[config.mk]
export PLATFORM = sky130hd
export DESIGN_NAME = seg7_scan_ctrl
export DESIGN_NICKNAME = d
export VERILOG_FILES = /design/src/rtl/seg7_pkg.sv /design/src/rtl/seg7_scan_ctrl_hexto7seg.sv /design/src/rtl/seg7_scan_ctrl.sv
export SDC_FILE = /design/constraint.sdc
export NUM_CORES = 1
export LEC_CHECK = 0
export CELL_PAD_IN_SITES_DETAIL_PLACEMENT = 0
export CELL_PAD_IN_SITES_GLOBAL_PLACEMENT = 1
export CORE_MARGIN = 2
export CORE_UTILIZATION = 36
export DETAILED_ROUTE_END_ITERATION = 6
export GPL_ROUTABILITY_DRIVEN = 1
export PLACE_DENSITY = 0.73
export SKIP_CTS_REPAIR_TIMING = 1
export SYNTH_ARGS = -nofsm -noshare
export SYNTH_HDL_FRONTEND = slang
export SYNTH_HIERARCHICAL = 1
export SYNTH_SLANG_ARGS = --single-unit
export TNS_END_PERCENT = 10
[constraint.sdc]
create_clock -name clk -period 2.5 [get_ports clk]
set_clock_uncertainty 0.05 [all_clocks]
set_input_delay 0.5 -clock clk [delete_from_list [all_inputs] [get_ports clk]]
set_output_delay 0.5 -clock clk [all_outputs]
set_load 0.02 [all_outputs]
[src/rtl/seg7_pkg.sv]
// ---------------------------------------------------------------------------
// seg7_pkg
//   Shared constants for the seven-segment scan controller.
//   SEG_BLANK / AN_OFF are the "everything dark" values for the active-low
//   segment and anode buses. CNT_W is the prescaler width for the default
//   refresh divider; the controller derives its own width from its
//   REFRESH_DIV parameter so other divider settings still fit.
//   DIG_W covers up to 8 digits.
// ---------------------------------------------------------------------------
package seg7_pkg;

    localparam logic [7:0] SEG_BLANK       = 8'hFF;
    localparam logic [7:0] AN_OFF          = 8'hFF;
    localparam int         REFRESH_DIV_DEF = 100000;
    localparam int         CNT_W           = $clog2(REFRESH_DIV_DEF);
    localparam int         DIG_W           = 3;

    // Active-low anode pattern that enables exactly one digit
    function automatic logic [7:0] anode_onehot(input logic [DIG_W-1:0] d);
        return ~(8'h01 << d);
    endfunction

endpackage

[src/rtl/seg7_scan_ctrl_hexto7seg.sv]
// ---------------------------------------------------------------------------
// hexto7seg
//   Existing 4-bit hex to seven-segment decoder, active-low glyphs 0-F
//   (A, b, C, d, E, F). Bit 7 (decimal point) is always 1 (off); callers
//   that want a point override it themselves.
//   Ports:
//     hex  in  4  nibble to show
//     seg  out 8  {dp,g,f,e,d,c,b,a}, active-low
// ---------------------------------------------------------------------------
module hexto7seg (
    input  logic [3:0] hex,
    output logic [7:0] seg
);

    // Pure lookup; the default arm keeps the block latch-free
    always_comb begin
        seg = 8'hFF;
        case (hex)
            4'h0: seg = 8'hC0;
            4'h1: seg = 8'hF9;
            4'h2: seg = 8'hA4;
            4'h3: seg = 8'hB0;
            4'h4: seg = 8'h99;
            4'h5: seg = 8'h92;
            4'h6: seg = 8'h82;
            4'h7: seg = 8'hF8;
            4'h8: seg = 8'h80;
            4'h9: seg = 8'h90;
            4'hA: seg = 8'h88;
            4'hB: seg = 8'h83;
            4'hC: seg = 8'hC6;
            4'hD: seg = 8'hA1;
            4'hE: seg = 8'h86;
            4'hF: seg = 8'h8E;
            default: seg = 8'hFF;
        endcase
    end

endmodule

[src/rtl/seg7_scan_ctrl.sv]
// ---------------------------------------------------------------------------
// seg7_scan_ctrl
//   Time-multiplexed scan controller for an 8-digit common-anode seven-
//   segment display. A 32-bit word (one nibble per digit) plus an 8-bit
//   decimal-point mask is written into a shadow register and only becomes
//   visible at the end of a full frame, so a frame never shows half of an
//   old word and half of a new one.
//
//   Optional feature macro: SEG7_LZ_BLANK_EN
//     When defined, leading zero digits (all higher nibbles zero, not digit
//     0) have their segments blanked; the anode still drives and the point
//     is still honoured.
//
//   Parameters:
//     NUM_DIGITS    digits scanned (1..8); digit i shows data[4i+3:4i]
//     REFRESH_DIV   clk cycles per digit slot (>= 2)
//     BLANK_CYCLES  dark cycles at the start of each slot (< REFRESH_DIV)
//   Ports:
//     clk         in   1   system clock
//     rst_n       in   1   asynchronous active-low reset
//     data_in     in   32  new display word
//     dp_in       in   8   new decimal-point mask, 1 = point lit
//     data_we     in   1   strobe: capture data_in/dp_in into the shadow
//     pending     out  1   shadow holds a word not yet shown
//     frame_done  out  1   one-cycle pulse as the last digit slot ends
//     an          out  8   anode enables, active-low, registered
//     seg         out 8   {dp,g..a}, active-low, registered
// ---------------------------------------------------------------------------
module seg7_scan_ctrl
    import seg7_pkg::*;
#(
    parameter int NUM_DIGITS   = 8,
    parameter int REFRESH_DIV  = 100000,
    parameter int BLANK_CYCLES = 16
) (
    input  logic        clk,
    input  logic        rst_n,
    input  logic [31:0] data_in,
    input  logic [7:0]  dp_in,
    input  logic        data_we,
    output logic        pending,
    output logic        frame_done,
    output logic [7:0]  an,
    output logic [7:0]  seg
);

    localparam int               CW        = $clog2(REFRESH_DIV);
    localparam logic [CW-1:0]    CNT_LAST  = CW'(REFRESH_DIV - 1);
    localparam logic [CW-1:0]    BLANK_END = CW'(BLANK_CYCLES);
    localparam logic [DIG_W-1:0] DIG_LAST  = DIG_W'(NUM_DIGITS - 1);

    logic [CW-1:0]    cnt;
    logic [DIG_W-1:0] digit;
    logic             tick;
    logic             commit;

    logic [31:0]      shown_data;
    logic [7:0]       shown_dp;
    logic [31:0]      shadow_data;
    logic [7:0]       shadow_dp;

    logic [3:0]       nibble;
    logic [7:0]       dec_seg;
    logic             dp_bit;
    logic             lz_blank;

    assign tick       = (cnt == CNT_LAST);
    assign commit     = tick && (digit == DIG_LAST);
    assign frame_done = commit;

    // Prescaler: one full count per digit slot
    always_ff @(posedge clk or negedge rst_n) begin
        if (!rst_n) begin
            cnt <= '0;
        end else if (tick) begin
            cnt <= '0;
        end else begin
            cnt <= cnt + 1'b1;
        end
    end

    // Digit index advances once per slot and wraps after the last digit
    always_ff @(posedge clk or negedge rst_n) begin
        if (!rst_n) begin
            digit <= '0;
        end else if (tick) begin
            digit <= (digit == DIG_LAST) ? '0 : digit + 1'b1;
        end
    end

    // Shadow/commit: writes land in the shadow and are promoted only at the
    // frame boundary. A write arriving exactly on the boundary skips the
    // shadow stage and goes straight to the shown word, so nothing is left
    // pending behind it.
    always_ff @(posedge clk or negedge rst_n) begin
        if (!rst_n) begin
            shown_data  <= '0;
            shown_dp    <= '0;
            shadow_data <= '0;
            shadow_dp   <= '0;
            pending     <= 1'b0;
        end else begin
            if (data_we) begin
                shadow_data <= data_in;
                shadow_dp   <= dp_in;
            end
            if (commit) begin
                pending <= 1'b0;
                if (data_we) begin
                    shown_data <= data_in;
                    shown_dp   <= dp_in;
                end else if (pending) begin
                    shown_data <= shadow_data;
                    shown_dp   <= shadow_dp;
                end
            end else if (data_we) begin
                pending <= 1'b1;
            end
        end
    end

    assign nibble = shown_data[{digit, 2'b00} +: 4];
    assign dp_bit = shown_dp[digit];

    hexto7seg u_dec (
        .hex (nibble),
        .seg (dec_seg)
    );

`ifdef SEG7_LZ_BLANK_EN
    // Only nibbles that can actually be displayed count as "higher digits"
    localparam logic [31:0] LIVE_MASK = (NUM_DIGITS >= 8) ? 32'hFFFF_FFFF
                                        : ((32'h1 << (4 * NUM_DIGITS)) - 32'h1);
    logic [31:0] upper;
    assign upper    = (shown_data & LIVE_MASK) >> {digit, 2'b00};
    assign lz_blank = (digit != '0) && (upper == 32'h0);
`else
    assign lz_blank = 1'b0;
`endif

    // Output registers: they reflect this cycle's cnt/digit one clock later.
    // The decoder's point bit is always 1, so ANDing it with the inverted
    // mask bit just yields the active-low point from the mask.
    always_ff @(posedge clk or negedge rst_n) begin
        if (!rst_n) begin
            an  <= AN_OFF;
            seg <= SEG_BLANK;
        end else if (cnt < BLANK_END) begin
            an  <= AN_OFF;
            seg <= SEG_BLANK;
        end else begin
            an  <= anode_onehot(digit);
            seg <= {~dp_bit & dec_seg[7], lz_blank ? 7'h7F : dec_seg[6:0]};
        end
    end

endmodule
Yosys cells after proc, flatten, opt, wreduce, memory -nomap -nowiden
Memories as Yosys holds them, arrays and structs flattened.
Cells that the tools add are included.
Operators by class
  $add $sub $neg: 2
  magnitude comparators: 2
  eq/ne operators: 2
  shifts and indexed selects: 2
  muxes and demuxes: 12
  bitwise logic cells: 3
  reductions and logical operators: 4
Operators by type and width (number)
  $mux 32: 2
  $mux 8: 4
  $shiftx 32x6->4: 1
  $add 17x1->17 const B: 1
  $eq 17x17->1 const B: 1
  $lt 17x5->1 const B: 1
  $mux 17: 1
  $not 8->8: 1
  $shl 1x3->8 const A: 1
  $lt 3x4->1 const B: 1
  $reduce_bool 2->1: 2
  $add 3x1->3 const B: 1
  $bmux 1 s3: 1
  $eq 3x3->1 const B: 1
  $mux 1: 3
  $mux 3: 1
  $reduce_and 2->1: 1
  $and 1x1->1 const B: 1
  $logic_and 1x1->1: 1
  $not 1->1: 1
Word-level totals
  flip-flop bits (word level): 117
  memory bits (read-only): 112
  input port bits: 43
  memories: 1
Memory list
  (no name shown): words 16, bits a word 7, rd ports 1, clocked after Yosys merged registers in 0, write ports 0, RTL line seg7_scan_ctrl_hexto7seg.sv:18  | case (hex)

Logic depth before layout (Yosys ltp)
  word-level depth: 5
  depth in mapped cells: 10

Hierarchy
Netlist, hierarchy kept.
Modules (own cells, without submodules)
  seg7_scan_ctrl: times used 1, cells an instance 332, area each 5068.6 µm²
  hexto7seg: times used 1, cells an instance 33, area each 272.8 µm²

Worst setup path after synthesis
No wires, ideal clock.
  kind: reg2reg
  from: register digit[0]
  to: register seg[3]
  setup time: 0.088 ns
  arrival time: 2.333 ns
  setup slack: 0.030 ns
  stages on the path, launching flop included: 10
  buffers on the path: 1
  cell sequence: dfrtp_1 > buf_2 > mux4_2 > nand2_1 > nand2_1 > inv_1 > ha_1 > inv_1 > mux4_1 > nand2b_1
On the way
  longest elaborated chain between the ends: 3
Ends and longest elaborated chain
  start, declared: RTL line seg7_scan_ctrl.sv:53  | logic [DIG_W-1:0] digit;
  start signal, assigned: RTL line seg7_scan_ctrl.sv:87  | digit <= (digit == DIG_LAST) ? '0 : digit + 1'b1;
  $shiftx 32x6->4: RTL line seg7_scan_ctrl.sv:122  | assign nibble = shown_data[{digit, 2'b00} +: 4];
  via nibble[0]: RTL line seg7_scan_ctrl.sv:62  | logic [3:0] nibble;
  $mem_v2 16x7
  via dec_seg[3]: RTL line seg7_scan_ctrl.sv:63  | logic [7:0] dec_seg;
  $mux 8: RTL line seg7_scan_ctrl.sv:148  | end else if (cnt < BLANK_END) begin
  end signal, assigned: RTL line seg7_scan_ctrl.sv:153  | seg <= {~dp_bit & dec_seg[7], lz_blank ? 7'h7F : dec_seg[6:0]};
  end, declared: RTL line seg7_scan_ctrl.sv:44  | output logic [7:0] seg
The timed path passes the listed nets, and every way through them passes these cells.
A chain may end at the register's enable or synchronous reset.

Worst setup path after layout
  from: register cnt[0]
  to: output frame_done
On the way
  longest elaborated chain between the ends: 2
Ends and longest elaborated chain
  start, declared: RTL line seg7_scan_ctrl.sv:52  | logic [CW-1:0] cnt;
  start signal, assigned: RTL line seg7_scan_ctrl.sv:78  | cnt <= cnt + 1'b1;
  $eq 17x17->1: RTL line seg7_scan_ctrl.sv:67  | assign tick = (cnt == CNT_LAST);
  $logic_and 1x1->1: RTL line seg7_scan_ctrl.sv:68  | assign commit = tick && (digit == DIG_LAST);
  end, declared: RTL line seg7_scan_ctrl.sv:42  | output logic frame_done,
No other way between the ends.

==> results by group <==
Setup path
  • CP delay by family, top: simple AND/OR/NAND/NOR gates
  • Reg-to-reg startpoint: digit[0]
  • Start point of the critical path: cnt[0]
  • Crit-path cells: ha_1 > and4_4 > nand4_4 > nor2_2 > clkbuf_2
  • Cells on worst reg2reg path: 9
  • Max incr delay on CP: just under 0.4 ns
  • WP data required: roughly 2.0 ns
  • Flop-to-flop setup slack: 0.18 ns
  • WP data arrival: approximately 1.8 ns
  • CP Depth: 5
  • Crit Path Category: reg2out
  • Critical-path top delay cell: dfrtp_1
  • CP Launch Type: flop
  • Worst R2R End: seg[3]
  • Critical Path Sink: frame_done
  • Endpoint type of the worst setup path: output pin
  • CP bufs+invs: 1
  • Worst-path fanout max: 6

STA
  • Final Max Slew Viols: 0
  • Min Clock Period, post-route: about 2.4 ns
  • Final setup violation count: 0
  • Worst Max-Slew Pin Slew: 0.785 ns
  • Final period utilization: 0.953
  • Slew headroom: 0.472
  • F_max: between 0.4 and 0.5 GHz
  • Setup ws final: between 0.1 and 0.15 ns
  • Final hold vios: 0
  • Worst hold margin: around 0.070 ns

Drt
  • Initial DRC Count: between 100 and 150
  • Final ANT Viol Nets: 0
  • DRC viols: 0
  • Routed vias: roughly 3000
  • Wirelength, routed: about 10000 µm
  • Drt first pass iters: 4
  • Vias per Instance: 4.76
  • Per-cell routed wire length: 15.9 µm

Layout
  • Share of cells above drive strength 1: 0.374
  • Number of diodes: 0
  • Final core utilization: 0.471
  • Area grow syn2layout: 28.2%
  • Non-filler cells, final: 646
  • # nets final: a little over 500

Yosys
  • Synth Area in Compound Gates: 0.00984
  • Count of different cell masters after synthesis: around 40
  • Post-synth top cells: 101 x dfrtp_1, 41 x mux2_2, 40 x mux2_4, 29 x nand2_1, 16 x dfstp_2
  • Synth Area per Inst: ~15 µm²
  • Post-synthesis simple-gate area fraction: 0.0911
  • Post-synthesis mux area share: 0.257
  • Synth Area in Adders: 0.0328
  • Post-synthesis xor/xnor area fraction: 0.0230
  • Area leader, netlist: dfrtp_1
  • Most common cell in the netlist: dfrtp_1
  • Syn_nets: 422
  • Top cell type's share of synthesized area: 0.473
  • Largest cells by area after synthesis: dfrtp_1 47%, mux2_4 11%, mux2_2 8.6%
  • Dominant synthesized flop cell: dfrtp_1
  • Yosys warns: 6
  • Part of the Yosys area used for sequential elements: 0.552
  • Cells after synthesis: 365
  • Asr flop ratio synth: 1.00
  • Yosys reg bits: ~120
  • Largest family of logic cells by synthesized area: multiplexers
  • Post-synth EDFFs: 0
  • Mapped cell area: between 5000 and 6000 µm²

Clock tree
  • Total CTS buffers: 17
  • CTS H-tree depth: 4
  • Clock Sink Count: approximately 120
  • Worst-Skew Late Latency: 0.41 ns
  • Clk slew on worst S/H paths: approximately 0.050 ns
  • CTS tree: yes
  • Root buffer cell: clkbuf_16
  • Bufs on Longest Clock Path: 2

Min path
  • Min-Delay Path Class: in2async

Placed design
  • DPL Wire Length: 7410 µm
  • Post-Place Cells: about 610
  • Pre-CTS setup slack: roughly 0.05 ns
  • Final GP Congestion: just under 0.8
  • IO buf count: 60

Pwr
  • Comb pwr share: 0.069
  • Power share of the sequential group: 0.420
  • Total chip power: 4.84 mW
  • Psw: 1.03 mW
  • Cell Pwr Density: 707 nW/µm²
  • Clock share of power: 0.511
  • Switching share of power: 0.212
  • Peak supply drop: approximately 0.00035 V
  • Leakage: approximately 3.1 nW
  • Pint: around 3.8 mW

Global route
  • Pin count of the biggest net entering global routing: 48
  • GRT Total Usage: 0.141
  • First-pass GRT wire length: approximately 17000 µm
  • GRT overflow: 0
  • Antenna violations before repair: 0
  • Number of global-route vias before repair: between 3000 and 4000

Floorplan
  • Io pins: 61
  • Die X: ~130 µm
  • Std-Cell Core Area: around 15000 µm²
  • Die area: between 15000 and 20000 µm²
  • Starting density of the core: 0.368
  • Die height: about 130 µm
  • Row count: between 40 and 50

Job
  • Max Cap Violations: 0

Status
  • Outcome: complete, no violations
-- state kept, by name, indices dropped and copies added (netlist names) --
signal,flops
shown_data,32
an,8
cnt,17
shadow_dp,8
pending,1
seg,8
shadow_data,32
shown_dp,8
digit,3
-- worst reg2reg max path, stage by stage, from the launching register on --
cell and delay [ns]:
dfrtp_1 0.41, buf_12 0.15, mux4_2 0.50, nand2_1 0.09, nand2_1 0.13, inv_1 0.12
ha_1 0.14, inv_1 0.05, mux4_1 0.47, nand2b_1 0.15
-- cells by family after synthesis --
| group | count (synthesis) |
|---|---|
| flops | 117 |
| mux | 98 |
| simple gates | 86 |
| buf+inv | 26 |
| fa+ha+maj | 14 |
| xor+xnor | 14 |
| compound gates | 9 |
| other cells | 1 |
-- layout make-up --
class,instances,area [µm²]
fillers,1318,7690
flip-flops and latches,117,2950
multi-input cells,222,2220
repair buffers,82,803
clock buffers,21,460
well taps,184,230
clock inverters,11,151
inverters,9,33.8
-- metrics by stage --
stage	setup TNS [ns]	cell area, µm²
after detailed placement	0	6240
after global placement	0	6240
after global routing	-0.00547	6850
after CTS	-0.417	6850
after floorplan	0	5340
final	0	6850
-- power groups by stage --
stage                     sequential, mW  combinational (mW)  clock [mW]
final                               2.03               0.335        2.47
after detailed placement            2.07               0.341           0
after floorplan                     2.06               0.168           0
after CTS                           2.04               0.344        2.54
after global routing                2.04               0.369        2.62
after global placement              2.06               0.333           0
-- routing by layer --
metal	track usage	vias to the layer above	routed length, µm
li1	-	1446	-
met1	0.188	1553	4850
met2	0.217	66	4820
met3	0.0404	13	423
met4	0.0582	0	149
met5	0	-	0
-- how the worst min path moves through the flow --
| stage | startpoint | endpoint | slack, ns | depth (start not counted) |
|---|---|---|---|---|
| finish | rst_n | cnt[0] | 0.07 | 1 |
| global route | rst_n | cnt[0] | 0.11 | 1 |
| floorplan | rst_n | cnt[0] | 0.15 | 0 |
| global placement | cnt[0] | cnt[0] | 0.41 | 1 |
| CTS | rst_n | shadow_data[26] | 0.08 | 1 |
| detailed placement | cnt[0] | cnt[0] | 0.43 | 1 |
-- cell usage in the layout, fill, tap and decap left out, drive strengths merged, types with 3 or more instances in the layout --
cell,Yosys,layout
ha,14,14
o21ai,7,7
xnor2,11,11
clkdlybuf4s50,0,57
xor2,3,3
nand3,9,9
nand2,29,29
dfrtp,101,101
mux2i,6,6
dfstp,16,16
inv,9,9
nand2b,8,8
nand4,6,6
clkinv,0,4
buf,13,24
clkinvlp,0,4
clkbuf,4,22
bufinv,0,3
nor4,3,3
and4,4,4
mux2,81,81
mux4,11,11
nor2,13,13
or3,6,6
Note: power is estimated with default switching activity, not from simulation.
